**src/rtl/tff_sched_pkg.sv**
```systemverilog
`default_nettype none
// ============================================================================
// Module   : tff_sched_pkg
// Brief    : Shared state constants and round-robin search for the scheduler.
// Revision : 1.0
// ============================================================================
package tff_sched_pkg;

    localparam logic [0:0] c_ST_IDLE = 1'b0;
    localparam logic [0:0] c_ST_RUN  = 1'b1;

    localparam int c_NREQ_DEFAULT = 4;
    localparam int c_OWNW         = $clog2(c_NREQ_DEFAULT);
    localparam int c_MAX_REQ      = 32;

    typedef struct packed {
        logic       found;
        logic [4:0] idx;
    } rr_pick_t;

    // First valid requester in the order ptr+1, ptr+2, ... wrapping at nreq.
    function automatic rr_pick_t rr_search(
        input logic [c_MAX_REQ-1:0] valid,
        input int                   nreq,
        input int                   ptr
    );
        rr_pick_t r;
        int       cand;
        r = '0;
        for (int k = 1; k <= c_MAX_REQ; k++) begin
            if (k <= nreq) begin
                cand = ptr + k;
                if (cand >= nreq) cand = cand - nreq;
                if (!r.found && valid[cand[4:0]]) begin
                    r.found = 1'b1;
                    r.idx   = cand[4:0];
                end
            end
        end
        return r;
    endfunction

endpackage
`default_nettype wire

```
**src/rtl/tff_toggle_scheduler_bank.sv**
```systemverilog
`default_nettype none
// ============================================================================
// Module   : tff_bank
// Brief    : Bank of T flip-flops with synchronous reset and clear.
// Revision : 1.0
// ============================================================================
module tff_bank
    import tff_sched_pkg::*;
#(
    parameter int WIDTH = 8
) (
    input  logic             clk,
    input  logic             rst,
    input  logic             clr,
    input  logic [WIDTH-1:0] t,
    output logic [WIDTH-1:0] q
);

    for (genvar i = 0; i < WIDTH; i++) begin : g_bit
        logic r_bit;
        always_ff @(posedge clk) begin
            if (rst || clr) begin
                r_bit <= 1'b0;
            end else if (t[i]) begin
                r_bit <= ~r_bit;
            end
        end
        assign q[i] = r_bit;
    end

endmodule
`default_nettype wire

```
**src/rtl/tff_toggle_scheduler.sv**
```systemverilog
`default_nettype none
// ============================================================================
// Module   : tff_toggle_scheduler
// Brief    : Round-robin arbitration of toggle requests onto a shared T-flop bank.
// Revision : 1.0
// ============================================================================
module tff_toggle_scheduler
    import tff_sched_pkg::*;
#(
    parameter int NREQ  = c_NREQ_DEFAULT,
    parameter int WIDTH = 8,
    parameter int CNTW  = 4
) (
    input  logic                    clk,
    input  logic                    rst,
    input  logic [NREQ-1:0]         req_valid,
    output logic [NREQ-1:0]         req_ready,
    input  logic [NREQ*WIDTH-1:0]   req_mask,
    input  logic [NREQ*CNTW-1:0]    req_count,
    input  logic                    clr,
    output logic [WIDTH-1:0]        q,
    output logic                    busy,
    output logic [$clog2(NREQ)-1:0] owner,
    output logic                    done
);

    localparam int c_OWN_W = $clog2(NREQ);

    logic [0:0]         r_state;
    logic [CNTW-1:0]    r_cnt;
    logic [WIDTH-1:0]   r_mask;
    logic [c_OWN_W-1:0] r_ptr;
    logic [c_OWN_W-1:0] r_owner;
    logic               r_done;

    rr_pick_t           w_pick;
    logic [c_OWN_W-1:0] w_grant;
    logic [NREQ-1:0]    w_ready;
    logic               w_xfer;
    logic [WIDTH-1:0]   w_sel_mask;
    logic [CNTW-1:0]    w_sel_count;
    logic [WIDTH-1:0]   w_t;

    always_comb begin
        w_pick      = rr_search(c_MAX_REQ'(req_valid), NREQ, int'(r_ptr));
        w_grant     = w_pick.idx[c_OWN_W-1:0];
        w_ready     = '0;
        // Ready is held low through reset so nothing is accepted from an unknown state.
        if (!rst && (r_state == c_ST_IDLE) && w_pick.found) begin
            w_ready[w_grant] = 1'b1;
        end
        w_xfer      = |(req_valid & w_ready);
        w_sel_mask  = req_mask[int'(w_grant)*WIDTH +: WIDTH];
        w_sel_count = req_count[int'(w_grant)*CNTW +: CNTW];
        w_t         = (r_state == c_ST_RUN) ? r_mask : '0;
    end

    always_ff @(posedge clk) begin
        if (rst) begin
            r_state <= c_ST_IDLE;
            r_cnt   <= '0;
            r_mask  <= '0;
            r_ptr   <= c_OWN_W'(NREQ - 1);
            r_owner <= '0;
            r_done  <= 1'b0;
        end else begin
            r_done <= 1'b0;
            case (r_state)
                c_ST_IDLE: begin
                    if (w_xfer) begin
                        r_mask  <= w_sel_mask;
                        r_owner <= w_grant;
                        r_ptr   <= w_grant;
                        // A zero-length request completes immediately without touching the bank.
                        if (w_sel_count == '0) begin
                            r_done <= 1'b1;
                        end else begin
                            r_cnt   <= w_sel_count;
                            r_state <= c_ST_RUN;
                        end
                    end
                end
                c_ST_RUN: begin
                    if (r_cnt != '0) r_cnt <= r_cnt - CNTW'(1);
                    if (r_cnt <= CNTW'(1)) begin
                        r_state <= c_ST_IDLE;
                        r_done  <= 1'b1;
                    end
                end
                default: r_state <= c_ST_IDLE;
            endcase
        end
    end

    tff_bank #(
        .WIDTH (WIDTH)
    ) u_bank (
        .clk (clk),
        .rst (rst),
        .clr (clr),
        .t   (w_t),
        .q   (q)
    );

    assign req_ready = w_ready;
    assign busy      = (r_state == c_ST_RUN);
    assign owner     = r_owner;
    assign done      = r_done;

endmodule
`default_nettype wire

```
**config.mk**
```make
export PLATFORM = sky130hd
export DESIGN_NAME = tff_toggle_scheduler
export DESIGN_NICKNAME = d
export VERILOG_FILES = /design/src/rtl/tff_sched_pkg.sv /design/src/rtl/tff_toggle_scheduler_bank.sv /design/src/rtl/tff_toggle_scheduler.sv
export SDC_FILE = /design/constraint.sdc
export NUM_CORES = 1
export LEC_CHECK = 0
export BUFFER_PORTS_ARGS = -buffer_cell sky130_fd_sc_hd__buf_2
export CAP_MARGIN = 20
export CORE_MARGIN = 3
export CORE_UTILIZATION = 55
export CTS_CLUSTER_DIAMETER = 200
export DETAILED_ROUTE_END_ITERATION = 8
export GPL_ROUTABILITY_DRIVEN = 0
export PLACE_DENSITY_LB_ADDON = 0.12
export REMOVE_ABC_BUFFERS = 1
export SLEW_MARGIN = 20
export SYNTH_ARGS = -nofsm -noshare
export SYNTH_HDL_FRONTEND = slang
export SYNTH_SLANG_ARGS = --single-unit
```
**constraint.sdc**
```tcl
create_clock -name clk -period 8.15 [get_ports clk]
set_input_delay 1.2225 -clock clk [delete_from_list [all_inputs] [get_ports clk]]
set_output_delay 1.2225 -clock clk [all_outputs]
set_load 0.02 [all_outputs]
```
== Word-level counts from Yosys, hierarchy flattened ==
Index checks and enable logic that the tools add are counted.

* Bits in registers: 26
* Input port bits: 55
* Logic and storage cells: 97

* Add/sub/neg operators: 9
* Magnitude comparators: 11
* Equal/unequal tests: 3
* Shift operators: 2
* Muxes and demuxes: 32
* Bitwise operators: 10
* Reduce and logical (&&, ||, !) cells: 16

{| class="wikitable"
|+ Operators by type and width
! kind !! count
|-
| $shiftx A32 B6 Y8 || 1
|-
| $lt A5 B6 Y1 const B || 4
|-
| $mux W6 || 4
|-
| $bmux W1 S5 || 4
|-
| $mux W5 || 4
|-
| $mux W4 || 4
|-
| $shiftx A16 B5 Y4 || 1
|-
| $sub A3 B3 Y4 const B || 3
|-
| $mux W1 || 11
|-
| $ge A3 B3 Y1 const B || 3
|-
| $not A1 Y1 || 9
|-
| $mux W8 || 1
|-
| $pmux W4 S2 || 1
|-
| $add A2 B2 Y3 const B || 2
|-
| $logic_and A1 B1 Y1 || 6
|-
| $sub A4 B3 Y5 const B || 1
|-
| $add A2 B3 Y4 const B || 1
|-
| $and A4 B4 Y4 || 1
|-
| $ge A4 B3 Y1 const B || 1
|-
| $le A4 B1 Y1 const B || 1
|-
| $logic_not A1 Y1 || 4
|-
| $logic_not A4 Y1 || 1
|-
| $ne A2 B2 Y1 const B || 2
|-
| $pmux W1 S2 || 2
|-
| other kinds (11) || 11
|}

== Depth between registers and ports, before layout ==
Gate-level depths: netlist of run 1.

* Depth in word-level cells: 24
* Mapped depth: 14

== Cells and area by module ==
From an unflattened synthesis of run 1, not the netlist that was laid out.

* Cells, all modules: 254
* Area, all modules: 2,152.1 µm²

{| class="wikitable"
|+ Modules (own cells, without submodules)
! module !! times used !! cells an instance !! area each (µm²) !! seq. area each (µm²)
|-
| tff_toggle_scheduler || 1 || 220 || 1,794.2 || 360.3
|-
| tff_bank || 1 || 34 || 357.8 || 160.2
|}

== Worst setup path before layout of run 1 ==
No wires, ideal clock.

* Path kind: in2out
* From: in req_valid[0]
* To: out req_ready[3]
* Data arrival time: 3.231 ns
* Required time: 6.928 ns
* Setup slack: 3.697 ns
* Cell stages on the path: 8
* Path buffers: 2
* Path through: mux2i_1 o22ai_1 a2111o_1 buf_6 xnor2_4 clkbuf_1 nand2_1 nor3_1

* Word-level cells in the longest chain between the ends: 17
* Elaborated cells on any way between the ends: 25
* Those cells by class: 2 x order compare; 15 x mux; 8 x reduce/logical

{| class="wikitable"
|+ Ends and longest elaborated chain
! what !! line !! RTL
|-
| start: declaration || tff_toggle_scheduler.sv:16 || <nowiki>input logic [NREQ-1:0] req_valid,</nowiki>
|-
| $bmux W1 S5 || tff_sched_pkg.sv:34 || <nowiki>if (!r.found && valid[cand[4:0]]) begin</nowiki>
|-
| $mux W1 (implied by the code) || tff_sched_pkg.sv:34 ||
|-
| $mux W6 || tff_sched_pkg.sv:34 ||
|-
| $logic_not A1 Y1 || tff_sched_pkg.sv:34 ||
|-
| $logic_and A1 B1 Y1 || tff_sched_pkg.sv:34 ||
|-
| $mux W6 || tff_sched_pkg.sv:34 ||
|-
| $logic_not A1 Y1 || tff_sched_pkg.sv:34 ||
|-
| $logic_and A1 B1 Y1 || tff_sched_pkg.sv:34 ||
|-
| $mux W6 || tff_sched_pkg.sv:34 ||
|-
| $logic_not A1 Y1 || tff_sched_pkg.sv:34 ||
|-
| $logic_and A1 B1 Y1 || tff_sched_pkg.sv:34 ||
|-
| $mux W6 * || tff_sched_pkg.sv:34 ||
|-
| $lt A2 B3 Y1 (implied by the code) / $ge A2 B1 Y1 (equally long branches) || tff_toggle_scheduler.sv:50 || <nowiki>w_ready[w_grant] = 1'b1;</nowiki>
|-
| $logic_and A1 B1 Y1 (implied by the code) || tff_toggle_scheduler.sv:50 ||
|-
| $mux W1 (implied by the code) || tff_toggle_scheduler.sv:50 ||
|-
| $demux W1 S2 || tff_toggle_scheduler.sv:50 ||
|-
| $mux W4 * || tff_toggle_scheduler.sv:49 || <nowiki>if (!rst && (r_state == c_ST_IDLE) && w_pick.found) begin</nowiki>
|-
| end: declaration || tff_toggle_scheduler.sv:17 || <nowiki>output logic [NREQ-1:0] req_ready,</nowiki>
|}

Mark *: on every way between the ends. The rest lies on a longest branch, timed or not. The select of a mux whose other input is x is not followed.

== Worst setup path after layout of run 1 ==
* From: reg r_ptr[0]
* To: out req_ready[3]

* Word-level cells in the longest chain between the ends: 20
* Elaborated cells on any way between the ends: 41
* Those cells by class: 8 x add/sub; 6 x order compare; 19 x mux; 8 x reduce/logical

{| class="wikitable"
|+ Ends and longest elaborated chain
! what !! line !! RTL
|-
| start: declaration || tff_toggle_scheduler.sv:32 || <nowiki>logic [c_OWN_W-1:0] r_ptr;</nowiki>
|-
| start signal: assignment || tff_toggle_scheduler.sv:63 || <nowiki>r_ptr <= c_OWN_W'(NREQ - 1);</nowiki>
|-
| start signal: assignment || tff_toggle_scheduler.sv:73 || <nowiki>r_ptr <= w_grant;</nowiki>
|-
| $add A2 B1 Y3 || tff_sched_pkg.sv:32 || <nowiki>cand = ptr + k;</nowiki>
|-
| $sub A3 B3 Y4 / $ge A3 B3 Y1 (equally long branches) || tff_sched_pkg.sv:33 || <nowiki>if (cand >= nreq) cand = cand - nreq;</nowiki>
|-
| $mux W5 || tff_sched_pkg.sv:33 ||
|-
| $bmux W1 S5 || tff_sched_pkg.sv:34 ||
|-
| $mux W1 (implied by the code) || tff_sched_pkg.sv:34 ||
|-
| $mux W6 || tff_sched_pkg.sv:34 ||
|-
| $logic_not A1 Y1 || tff_sched_pkg.sv:34 ||
|-
| $logic_and A1 B1 Y1 || tff_sched_pkg.sv:34 ||
|-
| [... 4 more ...] || n/a ||
|-
| $logic_not A1 Y1 || tff_sched_pkg.sv:34 ||
|-
| $logic_and A1 B1 Y1 || tff_sched_pkg.sv:34 ||
|-
| $mux W6 * || tff_sched_pkg.sv:34 ||
|-
| $lt A2 B3 Y1 (implied by the code) / $ge A2 B1 Y1 (equally long branches) || tff_toggle_scheduler.sv:50 ||
|-
| $logic_and A1 B1 Y1 (implied by the code) || tff_toggle_scheduler.sv:50 ||
|-
| $mux W1 (implied by the code) || tff_toggle_scheduler.sv:50 ||
|-
| $demux W1 S2 || tff_toggle_scheduler.sv:50 ||
|-
| $mux W4 * || tff_toggle_scheduler.sv:49 ||
|}

Marked as above.

==> results.toml, run 1 <==
[drt]
drt-met1-wl_um = 2030
firstDrtPassIters = 4
route.met3.wl_um = 239
routed-via-count = 1984
drtIter0Drc = 110
via_per_inst = 5.60
drcViolationCount = 0
drt-wirelength-per-cell_um = 13.4
ant_nets = 0
drt-total-wl_um = 4730
top_layer = "met4"
wl_met2_um = 2450

[clock_tree]
cts_buffers = 3
htree_levels = 1
clk_latency_ps = 270
cts_resized = 0
cts_num_sinks = 26
clk_transition_reported_paths_ps = 90
post_cts_buffers = 0
cts.path.max_buffers = 2
cts_root_buffer = "clkbuf_8"
cts_tree = "built"
cts_hold_buf = 0

[power]
internal-power_w = 0.000555
switchingPower_w = 0.000519
p_clk_share_pct = 7.6
pwr_density_cell_nw_per_um2 = 442
p_comb_share_pct = 72.7
seq_power_share_pct = 19.7
swShare_pct = 48.3
power_leakage_nw = 1.13
ir_drop_mv = 0.253

[sta]
fin_ws_ps = 3250
period_share_pct = 60.1
final_max_slew_viol_count = 0
rsz0062_at_grt = "no"
worst_pin_slew_ps = 706
skew_ps = 3.75
period_needed_ps = 4900
setup-tns-final_ps = 0
clock.fmax_mhz = 204
hold_viol = 0
slew-limit-headroom_pct = 52.8
setup_viol = 0

[global_routing]
grt_pass1_wl_um = 7340
antenna_found_initial = 0
grt_max_degree = 30
grtUsageTotal_pct = 20.0
grt-ovfl-total = 0
grt_pass1_vias = 1735

[floorplan]
ios = 71
die_w_um = 68.0
die-area_sq_um = 4620
core_sq_um = 3520
die_y_um = 68.0
start_util_pct = 60.0
num_rows = 21

[placement]
placed_area_sq_um = 2370
hpwlAfterDp_um = 3550
place_ws_ps = 3400
port_buffers = 70
place_inst = 350

[min_path]
hp-class = "reg -> reg"
hold-path-endpoint = "r_mask[1]$_SDFFE_PP0P_"
hold_depth = 2
hold_start = "r_mask[1]$_SDFFE_PP0P_"

[synth]
synth.cell_area_sq_um = 2110
synth_edf_count = 0
synth_seq_cells = 26
async_reset_ff_share_pct = 0
syn_area_per_cell_sq_um = 8.32
yosys_warnings = 0
ys_seq_area_share_pct = 24.6
synth.distinct_cells = 52
ys.flop_type = "dfxtp_1"
syn_inst = 254

[cells_and_area]
layout_common_cells = "buf_2, nand2_1, mux2i_1, dfxtp_1, nor2_1"
final_common_cell = "buf_2"
final_cell_area_sq_um = 2430
nNetsFinal = 372
layout.cells.non_filler = 354
drive_gt1_share_pct = 31.5
diodes = 0
syn_to_final_growth_pct = 15.0

[setup_path]
rrSetupSlack_ps = 4010
crit_start = "r_ptr[0]$_SDFFE_PP1P_"
r2r_cells = 11
crit_required_ps = 6930
crit_arrival_ps = 3680
cp-end-kind = "output port"
r2r_start = "r_ptr[0]$_SDFFE_PP1P_"
path_class = "reg -> out"
cp-start-kind = "flop"
critPathMaxFanout = 24
r2r-end = "r_cnt[0]$_SDFFE_PP0P_"

[status]
status = "finished, final reports clean"

[flow_run]
drv_cap = 0
==> power by group through the flow <==
stage / combinational, W / sequential (W) / clock [W]
2_1_floorplan: 0.000614 / 0.000215 / 0
3_3_place_gp: 0.000769 / 0.000213 / 0
3_5_place_dp: 0.000780 / 0.000214 / 0
4_1_cts: 0.000782 / 0.000211 / 0.0000823
5_1_grt: 0.000859 / 0.000218 / 0.0000894
6_report: 0.000781 / 0.000212 / 0.0000813
==> logic make-up after synthesis <==
| family | Yosys count | synth area share, % |
|---|---|---|
| flops | 26 | 24.6 |
| compound gates | 56 | 18.4 |
| buf+inv | 27 | 8.64 |
| simple gates | 88 | 18.5 |
| xor+xnor | 9 | 4.62 |
| fa+ha+maj | 8 | 4.74 |
| mux | 40 | 20.5 |
==> final cells by class <==
class	instances	area, sq um
repair buffers	72	365
inverters	5	18.8
fillers	332	1090
multi-input cells	201	1410
clock buffers	4	55.1
flip-flops and latches	26	520
well taps	46	57.6
==> cells in the mapped netlist (4+ instances only) <==
cell	count	area, sq um
a21oi_1	18	90.1
buf_4	8	60.1
clkbuf_1	6	22.5
dfxtp_1	26	521
ha_1	8	100
inv_1	4	15.0
mux2_2	13	146
mux2i_1	26	260
nand2_1	36	135
nor2_1	26	97.6
nor3_1	9	45.0
o211ai_1	9	67.6
xor2_1	8	70.1
==> critical path, stage by stage, from the launching register on <==
cell and delay [ps]:
dfxtp_1 680, inv_2 260, ha_1 270, or2_1 230
o22a_1 270, a2111o_1 600, xnor2_4 600, nand2_1 140
nor3_1 160, buf_2 190
==> how the worst max path moves through the flow <==
stage                         to  slack [ps]  cells after the start
finish              req_ready[3]        3250                      9
CTS                 req_ready[3]        3230                      9
global route        req_ready[3]        2940                      9
floorplan           req_ready[2]        2850                      9
global placement    req_ready[3]        3530                      8
detailed placement  req_ready[3]        3400                      8
==> routing by layer <==
layer / vias to the layer above / track usage (%)
met3: 4 / 3.45
met2: 47 / 38.1
met1: 920 / 23.8
li1: 1013 / -
met4: 0 / 1.99
met5: - / 0
==> stage by stage <==
step           hold WS (ps)  total power, W  util, %
2_1_floorplan           431        0.000829        -
3_3_place_gp            443        0.000981     67.4
3_5_place_dp            447        0.000994     67.4
4_1_cts                 460         0.00108     69.0
5_1_grt                 476         0.00117     69.0
6_report                456         0.00107     69.0
==> state kept, by name, summed over array words and instances, names as in the netlist <==
signal	flops
r_mask	8
r_cnt	4
busy	1
u_bank.g_bit.r_bit	8
r_ptr	2
owner	2
done	1
Note: power is estimated with default switching activity, not from simulation.
==> run 2: changes to the inputs <==
--- a/config.mk
+++ b/config.mk
@@ -8,7 +8,7 @@
 export BUFFER_PORTS_ARGS = -buffer_cell sky130_fd_sc_hd__buf_2
 export CAP_MARGIN = 20
 export CORE_MARGIN = 3
-export CORE_UTILIZATION = 55
+export CORE_UTILIZATION = 46
 export CTS_CLUSTER_DIAMETER = 200
 export DETAILED_ROUTE_END_ITERATION = 8
 export GPL_ROUTABILITY_DRIVEN = 0
==> constraint.sdc (replaced) <==
create_clock -name clk -period 4.4 [get_ports clk]
set_input_delay 0.66 -clock clk [delete_from_list [all_inputs] [get_ports clk]]
set_output_delay 0.66 -clock clk [all_outputs]
set_load 0.02 [all_outputs]
==> run 2 against run 1 <==
  * Clock skew increased by 2.9 ps
  * Clock power increased by 140%
  * Register-to-register slack got worse by 3100 ps
  * Cell count increased by 2.8%
  * Utilization decreased by 12 points
==> results.toml, run 2 (synthesized netlist as in run 1, its figures left out) <==
[status]
status = "finished, final reports clean"

[drt]
drtIter0Drc = 73
via_per_inst = 5.33
drt-total-wl_um = 4590
ant_nets = 0
drcViolationCount = 0
drt-wirelength-per-cell_um = 12.6
routed-via-count = 1941
firstDrtPassIters = 4

[setup_path]
path_class = "reg -> out"
rrSetupSlack_ps = 940
critPathMaxFanout = 14
crit_slowest_cell = "or4_1"
crit_arrival_ps = 3120
crit_required_ps = 3740
r2r-end = "r_cnt[0]$_SDFFE_PP0P_"
r2r_start = "r_ptr[1]$_SDFFE_PP1P_"
cp_cell_sequence = "inv_1, ha_1, a21bo_2, o22a_1, or4_1, o211a_1, nor2_2, buf_4, nand2_1, nor2_1, buf_2"
critPathTopFamily = "simple AND/OR/NAND/NOR gates"
crit_buf_inv = 3
slowest_delay_ps = 500
r2r_cells = 11
cp-start-kind = "flop"
cp-end-kind = "output port"

[floorplan]
die_w_um = 73.8
ios = 71
die-area_sq_um = 5440
num_rows = 24
core_sq_um = 4380
start_util_pct = 48.2
die_y_um = 73.8

[clock_tree]
clk_latency_ps = 270
cts.path.max_buffers = 2
clk_transition_reported_paths_ps = 100
post_cts_buffers = 0
cts_hold_buf = 0
cts_num_sinks = 26
cts_buffers = 3
cts_root_buffer = "clkbuf_8"
htree_levels = 1
cts_tree = "built"
cts_resized = 0

[cells_and_area]
layout.cells.non_filler = 364
final_cell_area_sq_um = 2480
nNetsFinal = 376
multi_input_area_sq_um = 1410
drive_gt1_share_pct = 32.4
final_common_cell = "buf_2"
top_regs = "r_mask x8, u_bank.g_bit.r_bit x8, r_cnt x4"
syn_to_final_growth_pct = 17.5
fillCellCount = 420
layout_common_cells = "buf_2, nand2_1, mux2i_1, dfxtp_1, nor2_1"
diodes = 0
register_area_sq_um = 520

[global_routing]
grt_pass1_wl_um = 7860
antenna_found_initial = 0
grt_max_degree = 21
grt_pass1_vias = 1805
grtUsageTotal_pct = 17.8
grt-ovfl-total = 0

[sta]
clock.fmax_mhz = 264
skew_ps = 6.66
worst_pin_slew_ps = 584
rsz0062_at_grt = "no"
hold_viol = 0
setup_viol = 0
slew-limit-headroom_pct = 61.0
period_share_pct = 86.0
setup-tns-final_ps = 0
period_needed_ps = 3780
final_max_slew_viol_count = 0

[min_path]
hold_depth = 2
hold-path-endpoint = "r_mask[3]$_SDFFE_PP0P_"
hold_start = "r_mask[3]$_SDFFE_PP0P_"
hp-class = "reg -> reg"

[power]
internal-power_w = 0.00111
switchingPower_w = 0.000954
ir_drop_mv = 0.338
seq_power_share_pct = 17.3
p_clk_share_pct = 9.6
power_leakage_nw = 1.15
pwr_density_cell_nw_per_um2 = 830
swShare_pct = 46.3
p_comb_share_pct = 73.1

[flow_run]
drv_cap = 0

[placement]
place_inst = 360
placed_area_sq_um = 2410
port_buffers = 70
hpwlAfterDp_um = 3510
-- run 2: cell types whose count changed in the layout (fill, tap and decap cells not counted) --
cell,delta
buf_4,+4
bufinv_16,+1
clkbuf_8,-1
-- run 2: worst register-to-register path, cell delays in order, from the launching register on --
cell      delay [ps]
dfxtp_1          490
inv_1            140
ha_1             360
a21bo_2          230
o22ai_1          120
a2111o_1         570
xnor2_4          400
mux2i_1          280
a32oi_1          100
a221o_1          420
o21a_1           190
a21oi_2          100
-- run 2: final cells by class --
type                       count  area share (%)
clock buffer                   3            1.66
multi-input combinational    201            56.9
sequential                    26            21.0
clock inverter                 1            1.21
tap                           52            2.62
timing repair buffer          76            15.9
inverter                       5           0.756
-- run 2: routing by layer --
| metal | share of wire, % | wire length (um) | up-vias | GRT usage (%) |
|---|---|---|---|---|
| met5 | 0 | 0 | - | 0 |
| met4 | 0.26 | 12 | 0 | 1.41 |
| met3 | 5.0 | 228 | 2 | 3.01 |
| met2 | 49 | 2240 | 37 | 30.7 |
| met1 | 46 | 2110 | 885 | 24.0 |
| li1 | - | - | 1017 | - |
-- run 2: per-stage QoR --
step | worst slack (ps) | util [%] | hold WS (ps) | total power [W]
CTS | 574 | 56.6 | 460 | 0.00208
finish | 615 | 56.6 | 461 | 0.00206
global placement | 932 | 55.0 | 444 | 0.00186
detailed placement | 880 | 55.0 | 448 | 0.00188
floorplan | -333 | - | 431 | 0.00153
global route | 345 | 56.6 | 476 | 0.00226
-- run 2: how the worst max path moves through the flow --
stage / depth (start not counted) / startpoint / slack (ps) / to
after floorplan: 9 / r_ptr[0]$_SDFFE_PP1P_ / -330 / req_ready[2]
after global placement: 11 / r_ptr[1]$_SDFFE_PP1P_ / 930 / req_ready[2]
after detailed placement: 11 / r_ptr[1]$_SDFFE_PP1P_ / 880 / req_ready[2]
after CTS: 11 / r_ptr[1]$_SDFFE_PP1P_ / 570 / req_ready[2]
after global routing: 11 / r_ptr[1]$_SDFFE_PP1P_ / 350 / req_ready[2]
final: 11 / r_ptr[1]$_SDFFE_PP1P_ / 620 / req_ready[2]
-- run 2: power by group through the flow --
| stage | combinational, W | clock [W] | sequential [W] |
|---|---|---|---|
| floorplan | 0.00114 | 0 | 0.000398 |
| global placement | 0.00151 | 0 | 0.000360 |
| detailed placement | 0.00152 | 0 | 0.000361 |
| CTS | 0.00152 | 0.000203 | 0.000355 |
| global route | 0.00168 | 0.000215 | 0.000367 |
| finish | 0.00151 | 0.000199 | 0.000356 |
